[config.mk]
export PLATFORM = sky130hd
export DESIGN_NAME = if_fetch_ctrl
export DESIGN_NICKNAME = d
export VERILOG_FILES = /design/src/rtl/if_fetch_ctrl_pkg.sv /design/src/rtl/if_out_buf.sv /design/src/rtl/if_fetch_ctrl.sv
export SDC_FILE = /design/constraint.sdc
export NUM_CORES = 1
export LEC_CHECK = 0
export CAP_MARGIN = 20
export CELL_PAD_IN_SITES_DETAIL_PLACEMENT = 1
export CELL_PAD_IN_SITES_GLOBAL_PLACEMENT = 1
export CORE_AREA = 2 2 127 129
export CTS_CLUSTER_DIAMETER = 50
export CTS_CLUSTER_SIZE = 10
export DETAILED_ROUTE_END_ITERATION = 10
export DIE_AREA = 0 0 129 131
export PLACE_DENSITY_LB_ADDON = 0.1
export REMOVE_ABC_BUFFERS = 1
export SYNTH_ARGS = -nofsm -noshare
export SYNTH_HDL_FRONTEND = slang
export SYNTH_SLANG_ARGS = --single-unit
[constraint.sdc]
create_clock -name clk -period 3 [get_ports clk]
set_input_delay 0.6 -clock clk [delete_from_list [all_inputs] [get_ports clk]]
set_output_delay 0.6 -clock clk [all_outputs]
set_load 0.05 [all_outputs]
[src/rtl/if_fetch_ctrl_pkg.sv]
// rtl/if_fetch_ctrl_pkg.sv - shared IF-stage fetch types and constants
package if_fetch_ctrl_pkg;

  typedef enum logic [2:0] {
    IDLE = 3'd0,
    REQ  = 3'd1,
    WAIT = 3'd2,
    FULL = 3'd3,
    DROP = 3'd4
  } if_fetch_state_t;

  localparam logic [31:0] IF_NOP_INSTR = 32'h0000_0000;

endpackage

[src/rtl/if_out_buf.sv]
// rtl/if_out_buf.sv - one-entry IF output buffer presented to ID
module if_out_buf #(
  parameter int ADDR_W = 32,
  parameter int DATA_W = 32
) (
  input  logic              clk,
  input  logic              rst,
  input  logic              load,
  input  logic              pop,
  input  logic              kill,
  input  logic [ADDR_W-1:0] load_pc,
  input  logic [DATA_W-1:0] load_instr,
  input  logic              load_adel,
  output logic              out_valid,
  output logic [ADDR_W-1:0] out_pc,
  output logic [DATA_W-1:0] out_instr,
  output logic              out_adel
);

  logic              valid_q, valid_d;
  logic [ADDR_W-1:0] pc_q, pc_d;
  logic [DATA_W-1:0] instr_q, instr_d;
  logic              adel_q, adel_d;

  // kill beats load beats pop; a load in the pop cycle refills the entry
  always_comb begin
    valid_d = valid_q;
    pc_d    = pc_q;
    instr_d = instr_q;
    adel_d  = adel_q;
    if (kill) begin
      valid_d = 1'b0;
    end else if (load) begin
      valid_d = 1'b1;
      pc_d    = load_pc;
      instr_d = load_instr;
      adel_d  = load_adel;
    end else if (pop) begin
      valid_d = 1'b0;
    end
  end

  always_ff @(posedge clk) begin
    if (rst) begin
      valid_q <= 1'b0;
      pc_q    <= '0;
      instr_q <= '0;
      adel_q  <= 1'b0;
    end else begin
      valid_q <= valid_d;
      pc_q    <= pc_d;
      instr_q <= instr_d;
      adel_q  <= adel_d;
    end
  end

  assign out_valid = valid_q;
  assign out_pc    = pc_q;
  assign out_instr = instr_q;
  assign out_adel  = adel_q;

endmodule

[src/rtl/if_fetch_ctrl.sv]
// rtl/if_fetch_ctrl.sv - IF-stage fetch sequencer with single-outstanding bus read
module if_fetch_ctrl
  import if_fetch_ctrl_pkg::*;
#(
  parameter int ADDR_W = 32,
  parameter int DATA_W = 32,
  parameter int CNT_W  = 16
) (
  input  logic              clk,
  input  logic              rst,
  input  logic              pc_valid,
  input  logic [ADDR_W-1:0] pc,
  output logic              pc_ready,
  input  logic              flush,
  output logic              ibus_req,
  output logic [ADDR_W-1:0] ibus_addr,
  input  logic              ibus_addr_ok,
  input  logic              ibus_data_ok,
  input  logic [DATA_W-1:0] ibus_rdata,
  output logic              out_valid,
  input  logic              id_allowin,
  output logic [ADDR_W-1:0] out_pc,
  output logic [DATA_W-1:0] out_instr,
  output logic              out_adel,
  output logic [CNT_W-1:0]  discard_cnt
);

  if_fetch_state_t   state_q, state_d;
  logic [ADDR_W-1:0] pc_q, pc_d;
  logic [CNT_W-1:0]  cnt_q, cnt_d;

  logic              pc_accept;
  logic              pc_misaligned;
  logic              discard_hit;
  logic              buf_load;
  logic              buf_pop;
  logic [ADDR_W-1:0] buf_load_pc;
  logic [DATA_W-1:0] buf_load_instr;
  logic              buf_load_adel;

  assign pc_ready      = !rst && !flush &&
                         (state_q == IDLE || (state_q == FULL && id_allowin));
  assign pc_accept     = pc_valid && pc_ready;
  assign pc_misaligned = (pc[1:0] != 2'b00);

  always_comb begin
    state_d        = state_q;
    pc_d           = pc_accept ? pc : pc_q;
    discard_hit    = 1'b0;
    buf_pop        = 1'b0;
    buf_load       = 1'b0;
    buf_load_pc    = pc;
    buf_load_instr = DATA_W'(IF_NOP_INSTR);
    buf_load_adel  = 1'b1;
    // misaligned PCs skip the bus and land in the buffer as an address error
    if (pc_accept && pc_misaligned) buf_load = 1'b1;
    case (state_q)
      IDLE: if (pc_accept) state_d = pc_misaligned ? FULL : REQ;
      REQ: begin
        if (flush)             state_d = ibus_addr_ok ? DROP : IDLE;
        else if (ibus_addr_ok) state_d = WAIT;
      end
      WAIT: begin
        if (flush) begin
          discard_hit = ibus_data_ok;
          state_d     = ibus_data_ok ? IDLE : DROP;
        end else if (ibus_data_ok) begin
          state_d        = FULL;
          buf_load       = 1'b1;
          buf_load_pc    = pc_q;
          buf_load_instr = ibus_rdata;
          buf_load_adel  = 1'b0;
        end
      end
      FULL: begin
        if (flush) begin
          state_d = IDLE;
        end else if (id_allowin) begin
          buf_pop = 1'b1;
          if (pc_accept) state_d = pc_misaligned ? FULL : REQ;
          else           state_d = IDLE;
        end
      end
      DROP: begin
        if (ibus_data_ok) begin
          discard_hit = 1'b1;
          state_d     = IDLE;
        end
      end
      default: state_d = IDLE;
    endcase
    cnt_d = (discard_hit && cnt_q != '1) ? cnt_q + CNT_W'(1) : cnt_q;
  end

  always_ff @(posedge clk) begin
    if (rst) begin
      state_q <= IDLE;
      pc_q    <= '0;
      cnt_q   <= '0;
    end else begin
      state_q <= state_d;
      pc_q    <= pc_d;
      cnt_q   <= cnt_d;
    end
  end

  assign ibus_req    = (state_q == REQ);
  assign ibus_addr   = pc_q;
  assign discard_cnt = cnt_q;

  if_out_buf #(
    .ADDR_W (ADDR_W),
    .DATA_W (DATA_W)
  ) u_out_buf (
    .clk        (clk),
    .rst        (rst),
    .load       (buf_load),
    .pop        (buf_pop),
    .kill       (flush),
    .load_pc    (buf_load_pc),
    .load_instr (buf_load_instr),
    .load_adel  (buf_load_adel),
    .out_valid  (out_valid),
    .out_pc     (out_pc),
    .out_instr  (out_instr),
    .out_adel   (out_adel)
  );

endmodule

-- Yosys cells after proc, flatten, opt, wreduce, memory -nomap -nowiden
Index checks and enable logic that the tools add are counted.
- bits in registers: 117
- memory bits (writable): 0
- word-level logic and storage cells: 65
- output and inout bits: 116
- memories: 0
- bits in read-only memories: 0
- bits in latches: 0
- input bits: 71
- multiplexer cells: 31
- multiply operators: 0
- eq/ne operators: 10
- add/sub/neg operators: 1
- $lt $le $gt $ge: 0
- reductions and logical operators: 15
- bitwise operators: 1
- shift operators: 0
- divide/modulo/power cells: 0
- operators with widths (cell ; number):
    $mux W32 ; 4
    $mux W3 ; 10
    $add A16 B1 Y16 const B ; 1
    $ne A16 B16 Y1 const B ; 1
    $pmux W3 S5 ; 1
    $mux W1 ; 13
    $eq A3 B2 Y1 const B ; 2
    $logic_and A1 B1 Y1 ; 6
    $ne A3 B3 Y1 const B ; 2
    $reduce_and A5 Y1 ; 1
    $mux W2 ; 2
    $ne A2 B2 Y1 const B ; 2
    $reduce_bool A2 Y1 ; 2
    $eq A3 B1 Y1 const B ; 1
    $eq A3 B3 Y1 const B ; 1
    $logic_not A3 Y1 ; 1
    $ne A3 B2 Y1 const B ; 1
    $logic_not A1 Y1 ; 2
    $pmux W1 S2 ; 1
    $reduce_and A2 Y1 ; 1
    $reduce_or A2 Y1 ; 1
    $logic_or A1 B1 Y1 ; 1
    $not A1 Y1 ; 1

-- Logic depth before layout (Yosys ltp)
- depth in word-level cells: 11
- depth in mapped cells: 8
- mapped depth without buffers: 5

-- Hierarchy
From an unflattened synthesis, not the netlist that was laid out.
- cells, all modules: 666
- area total of the unflattened synthesis: 6027.0 sq um
- by module, submodules not included (module ; area an instance (sq um) ; sequential area each (sq um) ; instances ; cells an instance):
    if_out_buf ; 3148.0 ; 1321.3 ; 1 ; 300
    if_fetch_ctrl ; 2879.0 ; 1021.0 ; 1 ; 366

-- Least setup slack after synthesis
OpenSTA, ideal clock, no wires.
- kind: in2out
- start: in rst
- end: out pc_ready
- buffers on the path: 2
- arrival time: 3.361 ns
- path slack: -0.961 ns
- data required time: 2.400 ns
- cell stages on the path: 3
- cell sequence: buf_6 -> clkbuf_1 -> a2111oi_0
- word-level cells in the longest chain between the ends: 3
- ends and longest elaborated chain (what ; RTL line ; RTL):
    start, declared ; if_fetch_ctrl.sv:10 ; input logic rst,
    $logic_not A1 Y1 ; if_fetch_ctrl.sv:41 ; assign pc_ready = !rst && !flush &&
    $logic_and A1 B1 Y1 (2 in a row) ; if_fetch_ctrl.sv:41 ;
    end, declared ; if_fetch_ctrl.sv:13 ; output logic pc_ready,
No other way between the ends.

-- Worst setup path in the final report
- start: reg state_q[2]
- end: out ibus_req
- word-level cells in the longest chain between the ends: 1
- ends and longest elaborated chain (what ; RTL line ; RTL):
    start, declared ; if_fetch_ctrl.sv:28 ; if_fetch_state_t state_q, state_d;
    start signal, assigned ; if_fetch_ctrl.sv:101 ; state_q <= state_d;
    $eq A3 B1 Y1 ; if_fetch_ctrl.sv:107 ; assign ibus_req = (state_q == REQ);
    end, declared ; if_fetch_ctrl.sv:15 ; output logic ibus_req,
No other way between the ends.

==> impl_metrics.py <==
metrics = {
    "run_status": {
        "outcome": "complete, no violations",
    },
    "clocking": {
        "cts-htree-levels": 4,
        "clock-root-buffer": "clkbuf_16",
        "cts_buffers": 17,
        "post_cts_buffers": 0,
        "ctsLongestPathBuffers": 2,
        "insertion_delay_ns": 0.41,
        "path_clk_slew_ns": 0.05,
        "cts_hold_buf": 0,
        "cts_tree": "done",
        "clkSinkCount": 117,
        "post_cts_resized": 0,
    },
    "power": {
        "leakage_nw": 2.569,
        "vdd_drop_max_v": 0.0003968,
        "total_power_mw": 4.387,
        "p_per_area_nw_per_um2": 574.5,
    },
    "sta": {
        "worst_slack_ns": 0.3567,
        "max_slew_margin_pct": 34.29,
        "period_needed_ns": 2.643,
        "hold_slack_ns": 0.4285,
        "hold_viol_final": 0,
        "setup_viol_count_final": 0,
        "setup-tns-final_ns": 0,
        "skew_ns": 0.008816,
        "slew_violations": 0,
        "tightestPinTransition_ns": 0.9767,
        "max_freq_mhz": 378.3,
        "rsz0062_at_grt": "no",
        "period_share_pct": 88.11,
    },
    "finish": {
        "syn2layout_area_growth_pct": 50.51,
        "drive_gt1_share_pct": 12.82,
        "antenna_cells": 0,
        "fin_util_pct": 48.96,
        "stdcell_area_um2": 7636,
        "fin_cells": 887,
        "multi_input_area_um2": 2436,
        "regArea_um2": 2342,
        "final.fill_count": 1715,
        "final_nets": 735,
    },
    "floorplanning": {
        "initial_utilization_pct": 32.53,
        "core_area_um2": 15600,
        "io_pins": 187,
        "dieArea_um2": 16900,
        "die_w_um": 129,
        "die_h_um": 131,
        "fp-row-count": 46,
    },
    "global_routing": {
        "grt-ovfl-total": 0,
        "grt.total_usage_pct": 18.29,
        "grt_start_max_net_pins": 55,
        "grt_antenna_before_repair": 0,
        "first_global_vias": 4705,
        "grt_util_met2_pct": 31.22,
        "met1_usage_pct": 22.07,
        "grt.met3_usage_pct": 5.293,
        "grt_first_pass_wirelength_um": 24160,
        "top_usage_layer": "met2",
    },
    "critical_path": {
        "crit_path_max_fanout": 11,
        "worst-setup-path-type": "reg2out",
        "crit_path_end_kind": "output port",
        "r2r_slack_ns": 0.78,
        "cp.required_ns": 2.40,
        "start_kind": "flip-flop",
        "worstPathArrival_ns": 2.04,
    },
    "place": {
        "placed_cells": 859,
        "portBuffers": 186,
        "placed_area_um2": 7091,
        "routabilityCongestion": 0.7604,
        "dpl.hpwl_um": 10750,
        "place_ws_ns": 0.1683,
    },
    "logic_synthesis": {
        "synthCells": 485,
        "syn_avg_cell_area_um2": 10.46,
        "ys_ff_latch": 117,
        "ys_async_sr_fraction_pct": 0,
        "ys_types": 52,
        "netlist_area_um2": 5074,
        "yosys_most_used_dff": "dfxtp_1",
        "synth-edff-count": 0,
        "yosysWarningCount": 0,
        "yosysSeqAreaShare_pct": 46.17,
    },
    "hold_path": {
        "hp-class": "in2reg",
    },
    "job": {
        "maxCapViolations": 0,
    },
    "detailed_routing": {
        "detail-route-antenna-nets": 0,
        "vias_per_cell": 4.984,
        "drcViolationCount": 0,
        "wl_per_cell_um": 17.20,
        "wl_um": 15250,
        "first_pass_iters": 4,
        "drt_iter0_markers": 141,
        "vias": 4421,
    },
}
[metal layers]
metal / wire length (um) / share of wire, %
met1: 6703 / 44
met2: 7524 / 49
met3: 858 / 5.6
met4: 167 / 1.1
met5: 0 / 0
[cells in the final DEF, fill, tap and decap left out, types with 3 or more instances in the layout]
cell type        instances
a211oi_1                 5
a211oi_2                30
a21oi_1                 12
a22o_1                  32
buf_12                   4
buf_4                   12
clkbuf_16               17
clkdlybuf4s50_1        184
clkinv_2                 4
dfxtp_1                117
inv_1                    8
mux2_2                   3
mux2i_1                 65
nand2_1                  9
nand2b_1                 4
nand3_1                  6
nand4_1                  4
nor2_1                  44
nor2b_1                  5
nor3_1                  38
nor4_1                   5
o21ai_0                  5
o31ai_1                  6
or3_1                    4
or4_1                    7
[path summary, 6_finish.rpt]
path | from | endpoint | depth (start not counted)
worst min-delay path | rst | state_q[0] | 2
worst max-delay path | state_q[2] | ibus_req | 3
worst min register to register | u_out_buf.out_instr[6] | u_out_buf.out_instr[6] | 1
worst max register to register | state_q[2] | discard_cnt[15] | 4
[sequential cells by signal (all words and copies together), names as in the netlist]
signal,cells
u_out_buf.out_instr,32
discard_cnt,16
u_out_buf.out_adel,1
state_q,3
ibus_addr,32
u_out_buf.out_pc,32
u_out_buf.out_valid,1
[cell type report]
type,count,share of cell area (%)
Sequential cell,117,30.67
Clock inverter,6,0.7537
Multi-Input combinational cell,318,31.90
Timing Repair Buffer,201,26.71
Inverter,8,0.3932
Tap cell,216,3.539
Clock buffer,21,6.030
[logic make-up after synthesis]
kind of cell               synth area share (%)
and+or+nand+nor                           14.30
DFF                                       46.17
AOI/OAI and AO/OA                         19.61
muxes                                     13.49
buffers and inverters                     6.017
xor gates and xnor gates                 0.1727
adders and majority gates                0.2466
[Yosys cell counts (all sizes together), types with 6 or more instances]
cell,number,share of area (%)
nor2,44,3.3
a22o,32,5.5
mux2i,65,13
or4,7,1.0
inv,8,0.59
nand2,9,0.67
nand3,6,0.59
nor3,39,4.1
dfxtp,117,46
buf,19,3.7
a211oi,36,8.4
o31ai,6,0.89
clkbuf,23,1.7
a21oi,12,1.2
[critical path: stages (launching register included)]
cell and delay (ns):
dfxtp_1 0.45, nand2b_1 0.24, nor2_1 0.11, clkdlybuf4s50_1 0.84
[report_power, final]
group / leakage (nW) / total (mW) / internal (mW) / switching, mW
combinational: 1.36 / 0.885 / 0.360 / 0.525
sequential: 0.949 / 1.69 / 1.63 / 0.0580
clock: 0.256 / 1.81 / 1.15 / 0.662
total: 2.57 / 4.39 / 3.14 / 1.25
(Power assumes the default switching activity.)
